--- src/rtl/serial_mul_div.sv ---
// serial_mul_div -- iterative RV32M execute unit.
//
// Multiplies by shift-add and divides by restoring division, one bit per
// clock. Every operation takes the same number of cycles regardless of op or
// operand values; the result register feeds the writeback-select mux and busy
// stalls the pipeline until the done pulse.
//
// Ports
//   clk     system clock, rising edge
//   rst     asynchronous, active-low reset
//   start   request, sampled only while idle
//   op      funct3: MUL, MULH, MULHSU, MULHU, DIV, DIVU, REM, REMU
//   rs1     multiplicand / dividend
//   rs2     multiplier / divisor
//   busy    operation in progress
//   done    one-cycle pulse, result valid
//   result  registered result, held until the next operation completes

module serial_mul_div #(
   parameter int WIDTH = 32
) (
   input  logic             clk,
   input  logic             rst,
   input  logic             start,
   input  logic [2:0]       op,
   input  logic [WIDTH-1:0] rs1,
   input  logic [WIDTH-1:0] rs2,
   output logic             busy,
   output logic             done,
   output logic [WIDTH-1:0] result
);

   localparam int CW = $clog2(WIDTH);
   localparam logic [CW-1:0] CNT_LAST = CW'(WIDTH - 1);
   localparam logic [WIDTH-1:0] MOST_NEG = {1'b1, {(WIDTH-1){1'b0}}};

   typedef enum logic [1:0] {S_IDLE, S_CALC, S_FIX} state_t;

   state_t             state_q, state_d;
   logic [2:0]         op_q, op_d;
   logic [WIDTH-1:0]   mcand_q, mcand_d;      // multiplicand, or divisor for divides
   logic [2*WIDTH-1:0] acc_q, acc_d;          // {hi, lo} product or {remainder, dividend/quotient}
   logic [CW-1:0]      cnt_q, cnt_d;
   logic               neg_q, neg_d;          // negate the selected result in FIX
   logic               spec_q, spec_d;        // special case: spec_val overrides the datapath
   logic [WIDTH-1:0]   spec_val_q, spec_val_d;
   logic               busy_q, busy_d;
   logic               done_q, done_d;
   logic [WIDTH-1:0]   result_q, result_d;

   // Operand decode at start
   logic             rs1_signed, rs2_signed, s1, s2, div0, ovf;
   logic [WIDTH-1:0] abs1, abs2;
   // Iteration datapath
   logic [WIDTH:0]   mul_sum, rem_sh, rem_diff;
   logic             rem_ge;
   // Result selection
   logic [2*WIDTH-1:0] prod_fix;
   logic [WIDTH-1:0]   div_word, div_fix, fix_word;

   always_comb begin
      rs1_signed = (op == 3'b001) || (op == 3'b010) || (op == 3'b100) || (op == 3'b110);
      rs2_signed = (op == 3'b001) || (op == 3'b100) || (op == 3'b110);
      s1   = rs1_signed & rs1[WIDTH-1];
      s2   = rs2_signed & rs2[WIDTH-1];
      abs1 = s1 ? (~rs1 + 1'b1) : rs1;
      abs2 = s2 ? (~rs2 + 1'b1) : rs2;
      div0 = (rs2 == '0);
      ovf  = ((op == 3'b100) || (op == 3'b110)) && (rs1 == MOST_NEG) && (&rs2);

      mul_sum = {1'b0, acc_q[2*WIDTH-1:WIDTH]} + {1'b0, (acc_q[0] ? mcand_q : {WIDTH{1'b0}})};

      // Restoring step: the borrow bit of the (WIDTH+1)-bit difference is
      // set exactly when the shifted remainder is below the divisor.
      rem_sh   = {acc_q[2*WIDTH-1:WIDTH], acc_q[WIDTH-1]};
      rem_diff = rem_sh - {1'b0, mcand_q};
      rem_ge   = ~rem_diff[WIDTH];

      // Product sign must be applied to the full double-width value before
      // the high word is taken.
      prod_fix = neg_q ? (~acc_q + 1'b1) : acc_q;
      div_word = op_q[1] ? acc_q[2*WIDTH-1:WIDTH] : acc_q[WIDTH-1:0];
      div_fix  = neg_q ? (~div_word + 1'b1) : div_word;
      if (spec_q)
         fix_word = spec_val_q;
      else if (op_q[2])
         fix_word = div_fix;
      else if (op_q == 3'b000)
         fix_word = prod_fix[WIDTH-1:0];
      else
         fix_word = prod_fix[2*WIDTH-1:WIDTH];
   end

   always_comb begin
      state_d    = state_q;
      op_d       = op_q;
      mcand_d    = mcand_q;
      acc_d      = acc_q;
      cnt_d      = cnt_q;
      neg_d      = neg_q;
      spec_d     = spec_q;
      spec_val_d = spec_val_q;
      busy_d     = busy_q;
      done_d     = 1'b0;
      result_d   = result_q;

      case (state_q)
         S_IDLE: begin
            if (start) begin
               op_d = op;
               // Divides keep the divisor in mcand and the dividend in the
               // low accumulator half; multiplies keep the multiplier there.
               mcand_d = op[2] ? abs2 : abs1;
               acc_d   = {{WIDTH{1'b0}}, (op[2] ? abs1 : abs2)};
               case (op)
                  3'b001, 3'b100: neg_d = s1 ^ s2;
                  3'b010, 3'b110: neg_d = s1;
                  default:        neg_d = 1'b0;
               endcase
               spec_d = op[2] & (div0 | ovf);
               if (div0)
                  spec_val_d = op[1] ? rs1 : {WIDTH{1'b1}};
               else
                  spec_val_d = op[1] ? {WIDTH{1'b0}} : MOST_NEG;
               cnt_d   = '0;
               busy_d  = 1'b1;
               state_d = S_CALC;
            end
         end
         S_CALC: begin
            if (op_q[2])
               acc_d = {(rem_ge ? rem_diff[WIDTH-1:0] : rem_sh[WIDTH-1:0]),
                        acc_q[WIDTH-2:0], rem_ge};
            else
               acc_d = {mul_sum, acc_q[WIDTH-1:1]};
            cnt_d = cnt_q + 1'b1;
            if (cnt_q == CNT_LAST)
               state_d = S_FIX;
         end
         S_FIX: begin
            result_d = fix_word;
            done_d   = 1'b1;
            busy_d   = 1'b0;
            state_d  = S_IDLE;
         end
         default: state_d = S_IDLE;
      endcase
   end

   always_ff @(posedge clk or negedge rst) begin
      if (!rst) begin
         state_q    <= S_IDLE;
         op_q       <= '0;
         mcand_q    <= '0;
         acc_q      <= '0;
         cnt_q      <= '0;
         neg_q      <= 1'b0;
         spec_q     <= 1'b0;
         spec_val_q <= '0;
         busy_q     <= 1'b0;
         done_q     <= 1'b0;
         result_q   <= '0;
      end else begin
         state_q    <= state_d;
         op_q       <= op_d;
         mcand_q    <= mcand_d;
         acc_q      <= acc_d;
         cnt_q      <= cnt_d;
         neg_q      <= neg_d;
         spec_q     <= spec_d;
         spec_val_q <= spec_val_d;
         busy_q     <= busy_d;
         done_q     <= done_d;
         result_q   <= result_d;
      end
   end

   assign busy   = busy_q;
   assign done   = done_q;
   assign result = result_q;

endmodule
--- config.mk ---
export PLATFORM = sky130hd
export DESIGN_NAME = serial_mul_div
export DESIGN_NICKNAME = d
export VERILOG_FILES = /design/src/rtl/serial_mul_div.sv
export SDC_FILE = /design/constraint.sdc
export NUM_CORES = 1
export LEC_CHECK = 0
export BUFFER_PORTS_ARGS = -buffer_cell sky130_fd_sc_hd__buf_2
export CORE_ASPECT_RATIO = 1.75
export CORE_MARGIN = 2
export CORE_UTILIZATION = 35
export CTS_CLUSTER_SIZE = 8
export DETAILED_ROUTE_END_ITERATION = 10
export SKIP_LAST_GASP = 1
export SLEW_MARGIN = 10
export SYNTH_ARGS = -nofsm -noshare
export SYNTH_HDL_FRONTEND = slang
export SYNTH_SLANG_ARGS = --single-unit
--- constraint.sdc ---
create_clock -name clk -period 8 [get_ports clk]
set_input_delay 1.2 -clock clk [delete_from_list [all_inputs] [get_ports clk]]
set_output_delay 1.2 -clock clk [all_outputs]
set_load 0.1 [all_outputs]
==> impl_metrics.env, run 1 <==
export IMPL_outcome="complete, no violations"
export IMPL_start_util_pct=35.4
export IMPL_die_w_um=169
export IMPL_die_area_um2=49200
export IMPL_cpLargestDelayFamily="simple AND/OR/NAND/NOR gates"
export IMPL_htreeDepth=4
export IMPL_grt_max_degree=102
export IMPL_fp_row_count=105
export IMPL_final_cell_mix="244 x nand2_1, 226 x nor2_1, 220 x o21ai_0"
export IMPL_cts_root_buffer="clkbuf_16"
export IMPL_worstPathRequired_ns=8.35
export IMPL_cap_viol_max_count=0
export IMPL_ys_ff_latch=174
export IMPL_clock_latency_ns=0.48
export IMPL_wl_met1_um=24600
export IMPL_cts_resized=0
export IMPL_gr_total_overflow=0
export IMPL_worst_pin_slew_ns=1.38
export IMPL_crit_arrival_ns=5.94
export IMPL_cts_buffers=17
export IMPL_p_leak_uw=0.00760
export IMPL_dr_pass1_iters=6
export IMPL_clk_pin_slew_ns=0.08
export IMPL_grt_first_pass_wirelength_um=105000
export IMPL_crit_path_max_fanout=24
export IMPL_top_layer="met4"
export IMPL_vdd_ir_drop_max_v=0.000330
export IMPL_cp_end_kind="flip-flop"
export IMPL_antenna_found_initial=1
export IMPL_routed_wl_um=70200
export IMPL_crit_start="acc_q[0]"
export IMPL_synthTopCellsByArea="dfrtp_1 26%, o21ai_0 6.6%, a21oi_1 6.0%, xnor2_1 5.7%, nand2_1 5.5%"
export IMPL_core_area_um2=46900
export IMPL_max_freq_mhz=179
export IMPL_cts_sink_count=174
export IMPL_path_class="reg -> reg"
export IMPL_critical_path_buf_inv_count=2
export IMPL_r2r_start="acc_q[0]"
export IMPL_cts_path_max_buffers=2
export IMPL_netlist_area_leader_share_pct=26.3
export IMPL_p_per_area_nw_per_um2=476
export IMPL_hp_start="busy"
export IMPL_tns_ns=0
export IMPL_timing_final_crit_share_pct=69.9
export IMPL_crit_chain="inv_1 -> buf_4 -> ha_1 -> nor3b_1 -> nand4_1 -> nor4_1 -> nand3_1 -> o41ai_1 -> xor2_1 -> nand2_1 -> a221oi_1 -> o21ai_0"
export IMPL_first_global_vias=16800
export IMPL_port_buffers=103
export IMPL_io_pins=104
export IMPL_via_per_inst=6.09
export IMPL_synth_cell_type_count=73
export IMPL_synthCells=2218
export IMPL_pre_cts_slack_ns=2.64
export IMPL_start_kind="flip-flop"
export IMPL_holdPathEnd="busy"
export IMPL_synth_nets=2361
export IMPL_yosys_warnings=0
export IMPL_hold_viol=0
export IMPL_yosysTopAreaCell="dfrtp_1"
export IMPL_synthArstFlopShare_pct=100
export IMPL_layout_commonest_cell="nand2_1"
export IMPL_drt_iter0_drc=1369
export IMPL_synth_main_ff_cell="dfrtp_1"
export IMPL_drc=0
export IMPL_worstRegToRegCells=12
export IMPL_syn_to_final_growth_pct=8.69
export IMPL_die_h_um=292
export IMPL_setup_slack_ns=2.41
export IMPL_drive_above_1_share_pct=9.41
export IMPL_wl_per_cell_um=25.1
export IMPL_dr_wl_met2_um=35200
export IMPL_cts_tree="done"
export IMPL_dr_wl_met3_um=3490
export IMPL_regToRegEndpoint="result[26]"
export IMPL_hp_class="reg -> reg"
export IMPL_rsz0062_at_grt="no"
export IMPL_vias=17000
export IMPL_ant_nets=0
export IMPL_critPathMaxStageDelay_ns=1.11
export IMPL_synth_area_um2=16600
export IMPL_hpwl_um=54700
export IMPL_crit_path_top_delay_cell="nor4_1"
export IMPL_whs_path_depth=2
export IMPL_layout_min_cycle_time_ns=5.59
export IMPL_fin_worst_skew_ns=0.0142
export IMPL_gp_congestion=1.04
export IMPL_syn_avg_cell_area_um2=7.48
export IMPL_yosysSeqAreaShare_pct=26.3
export IMPL_grt_use_total_pct=28.5
export IMPL_setup_violations=0
export IMPL_cts_setup_buffers=0
export IMPL_nets=2341
export IMPL_hold_buffers=0
export IMPL_maxSlewHeadroom_pct=7.04
export IMPL_r2r_slack_ns=2.41
export IMPL_synth_edf_count=0
export IMPL_maxSlewViolCount=0
## stage by stage
step | total power (uW) | hold slack, ns | util (%) | std cells | instance area, um2
final | 8580 | 0.477 | 38.4 | 2800 | 18000
after global routing | 9150 | 0.507 | 38.4 | 2799 | 18000
after CTS | 8440 | 0.477 | 38.4 | 2799 | 18000
after detailed placement | 7560 | 0.460 | 37.2 | 2767 | 17400
after global placement | 7500 | 0.455 | 37.2 | 2767 | 17400
after floorplan | 5810 | 0.441 | - | 2218 | 16600
## state kept, by name, summed over array words and instances, names as in the netlist
name / cells
acc_q: 64
mcand_q: 32
result: 32
spec_val_q: 32
cnt_q: 5
op_q: 3
state_q: 2
busy: 1
done: 1
neg_q: 1
spec_q: 1
## report_power, final
| group | switching, uW | leakage (uW) | internal (uW) |
|---|---|---|---|
| Combinational | 3640 | 0.00508 | 2200 |
| Sequential | 701 | 0.00224 | 1170 |
| Clock | 426 | 0.000275 | 440 |
| Total | 4770 | 0.00760 | 3810 |
## worst min-delay path, cell delays in order (launching register included)
cell and delay (ns):
dfrtp_1 0.34, nand2_1 0.05, nand2_1 0.06
## metal layers
metal,vias to the layer above,GRT usage [%]
met5,-,0
met3,246,3.92
met1,8199,29.8
met4,0,24.5
met2,735,49.8
li1,7858,-
## worst max-delay path by stage
stage,to,cells past startpoint,slack [ns]
global route,result[26],12,2.30
floorplan,result[24],15,3.85
detailed placement,result[26],12,2.64
global placement,result[26],12,2.64
finish,result[26],12,2.41
CTS,result[26],12,2.63
## cell type report
| cell class | count | area [um2] |
|---|---|---|
| repair buffers | 134 | 754 |
| multi-input cells | 1805 | 11300 |
| fillers | 4893 | 28900 |
| diodes | 1 | 2.50 |
| well taps | 588 | 736 |
| clock inverters | 14 | 149 |
| clock buffers | 18 | 429 |
| flip-flops and latches | 174 | 4360 |
| inverters | 66 | 248 |
## synth_stat cells (all sizes together) (27+ instances only)
cell type	instances
inv	65
o21ai	221
nor2	227
xor2	91
a21oi	198
clkbuf	156
mux2i	73
nand3	27
xnor2	107
a211oi	30
nor3	53
nor2b	44
nand2	245
ha	71
dfrtp	174
o31ai	63
## kinds of logic after synthesis
group / count (synthesis) / share of synthesized area [%]
flops: 174 / 26.3
fa+ha+maj: 73 / 5.60
buf+inv: 239 / 5.51
compound gates: 698 / 25.9
xor+xnor: 198 / 10.5
mux: 81 / 4.95
simple gates: 755 / 21.3
No activity file was read; power rests on OpenSTA's default activity.
==> inputs of run 2 (changes only) <==
==> constraint.sdc (replaced) <==
create_clock -name clk -period 5.21 [get_ports clk]
set_input_delay 0.7815 -clock clk [delete_from_list [all_inputs] [get_ports clk]]
set_output_delay 0.7815 -clock clk [all_outputs]
set_load 0.1 [all_outputs]
==> impl_metrics.env, run 2 (synthesized netlist as in run 1, its figures left out) <==
export IMPL_outcome="complete, no violations"
export IMPL_grt_use_total_pct=28.1
export IMPL_largest_register_ffs=64
export IMPL_critPathMaxStageDelay_ns=0.89
export IMPL_p_leak_uw=0.00767
export IMPL_core_area_um2=46900
export IMPL_dr_wl_met3_um=3180
export IMPL_r2r_start="acc_q[3]"
export IMPL_cts_buffers=17
export IMPL_top_layer="met4"
export IMPL_crit_path_top_delay_cell="o21ai_0"
export IMPL_syn_to_final_growth_pct=9.32
export IMPL_nets=2352
export IMPL_hpwl_um=53400
export IMPL_die_area_um2=49200
export IMPL_layout_min_cycle_time_ns=4.77
export IMPL_cts_path_max_buffers=2
export IMPL_tns_ns=0
export IMPL_wl_per_cell_um=24.6
export IMPL_start_kind="flip-flop"
export IMPL_cts_resized=0
export IMPL_cts_tree="done"
export IMPL_grt_max_degree=110
export IMPL_cts_setup_buffers=0
export IMPL_rsz0062_at_grt="no"
export IMPL_crit_chain="nor4_1 -> nand2_1 -> or4_1 -> or4_2 -> nor3_1 -> o21ai_0 -> xnor2_1 -> o21ai_0 -> nand2_1 -> a21oi_1"
export IMPL_r2r_slack_ns=0.44
export IMPL_worstRegToRegCells=10
export IMPL_drt_iter0_drc=1180
export IMPL_crit_path_max_fanout=7
export IMPL_fin_worst_skew_ns=0.0186
export IMPL_die_h_um=292
export IMPL_setup_violations=0
export IMPL_cp_end_kind="flip-flop"
export IMPL_gr_total_overflow=0
export IMPL_routed_wl_um=69300
export IMPL_wl_met1_um=24800
export IMPL_maxSlewHeadroom_pct=23.1
export IMPL_cts_sink_count=174
export IMPL_regMostFlops="acc_q"
export IMPL_final_cell_mix="244 x nand2_1, 226 x nor2_1, 220 x o21ai_0"
export IMPL_clk_pin_slew_ns=0.07
export IMPL_io_pins=104
export IMPL_dp_cells=2778
export IMPL_clock_latency_ns=0.48
export IMPL_worstPathRequired_ns=5.61
export IMPL_critical_path_buf_inv_count=0
export IMPL_crit_arrival_ns=5.17
export IMPL_n_antenna_cell=0
export IMPL_p_per_area_nw_per_um2=727
export IMPL_fp_row_count=105
export IMPL_start_util_pct=35.4
export IMPL_worst_pin_slew_ns=1.14
export IMPL_timing_final_crit_share_pct=91.6
export IMPL_dr_pass1_iters=5
export IMPL_antenna_found_initial=0
export IMPL_ant_nets=0
export IMPL_drc=0
export IMPL_max_freq_mhz=210
export IMPL_cpLargestDelayFamily="simple AND/OR/NAND/NOR gates"
export IMPL_cap_viol_max_count=0
export IMPL_drive_above_1_share_pct=9.86
export IMPL_hp_class="in -> async"
export IMPL_path_class="reg -> reg"
export IMPL_htreeDepth=4
export IMPL_first_global_vias=16700
export IMPL_final_cells=2810
export IMPL_layout_commonest_cell="nand2_1"
export IMPL_regToRegEndpoint="result[29]"
export IMPL_vdd_ir_drop_max_v=0.000331
export IMPL_cts_root_buffer="clkbuf_16"
export IMPL_timing_hold_ws_ns=0.388
export IMPL_vias=16800
export IMPL_die_w_um=169
export IMPL_hold_viol=0
export IMPL_dr_wl_met2_um=34800
export IMPL_hold_buffers=0
export IMPL_via_per_inst=5.99
export IMPL_utilization_pct=38.7
export IMPL_maxSlewViolCount=0
export IMPL_gp_congestion=1.05
export IMPL_port_buffers=103
export IMPL_grt_first_pass_wirelength_um=103000
[run 2: worst register-to-register path: cells and delay by family, from the launching register on]
kind            cells  cell delay, ns
xor+xnor            1            0.19
compound gates      3            1.23
flops               1            0.47
simple gates        6            2.80
[run 2: layout make-up]
type                            instances  area, um2
Timing Repair Buffer                  145        862
Fill cell                            4830      28800
Tap cell                              588        736
Inverter                               66        248
Clock inverter                         14        149
Clock buffer                           18        429
Multi-Input combinational cell       1805      11300
Sequential cell                       174       4360
[run 2: worst max-delay path by stage]
stage	start	end	slack (ns)	depth (start not counted)
6_report	acc_q[3]	result[29]	0.44	10
5_1_grt	acc_q[3]	result[29]	0.47	10
4_1_cts	acc_q[3]	result[29]	0.63	10
3_5_place_dp	acc_q[3]	result[29]	0.67	10
3_3_place_gp	acc_q[3]	result[29]	0.67	10
2_1_floorplan	op_q[1]	result[24]	1.06	15
[run 2: per-stage QoR]
stage,setup slack [ns],total power (uW),cell area (um2)
2_1_floorplan,1.06,8920,16600
3_3_place_gp,0.675,11500,17600
3_5_place_dp,0.665,11600,17600
4_1_cts,0.626,13000,18100
5_1_grt,0.466,14100,18100
6_report,0.438,13200,18100
[run 2: metal layers]
layer  up-vias  track usage (%)
li1       7887                -
met1      8008             29.6
met2       692             49.7
met3       240             3.31
met4         0             23.1
met5         -                0
[run 2: power breakdown]
part	total, uW	leakage [uW]	switching [uW]	internal (uW)
clock network	1340	0.000281	661	678
registers	2760	0.00224	960	1800
logic	9090	0.00514	5650	3440
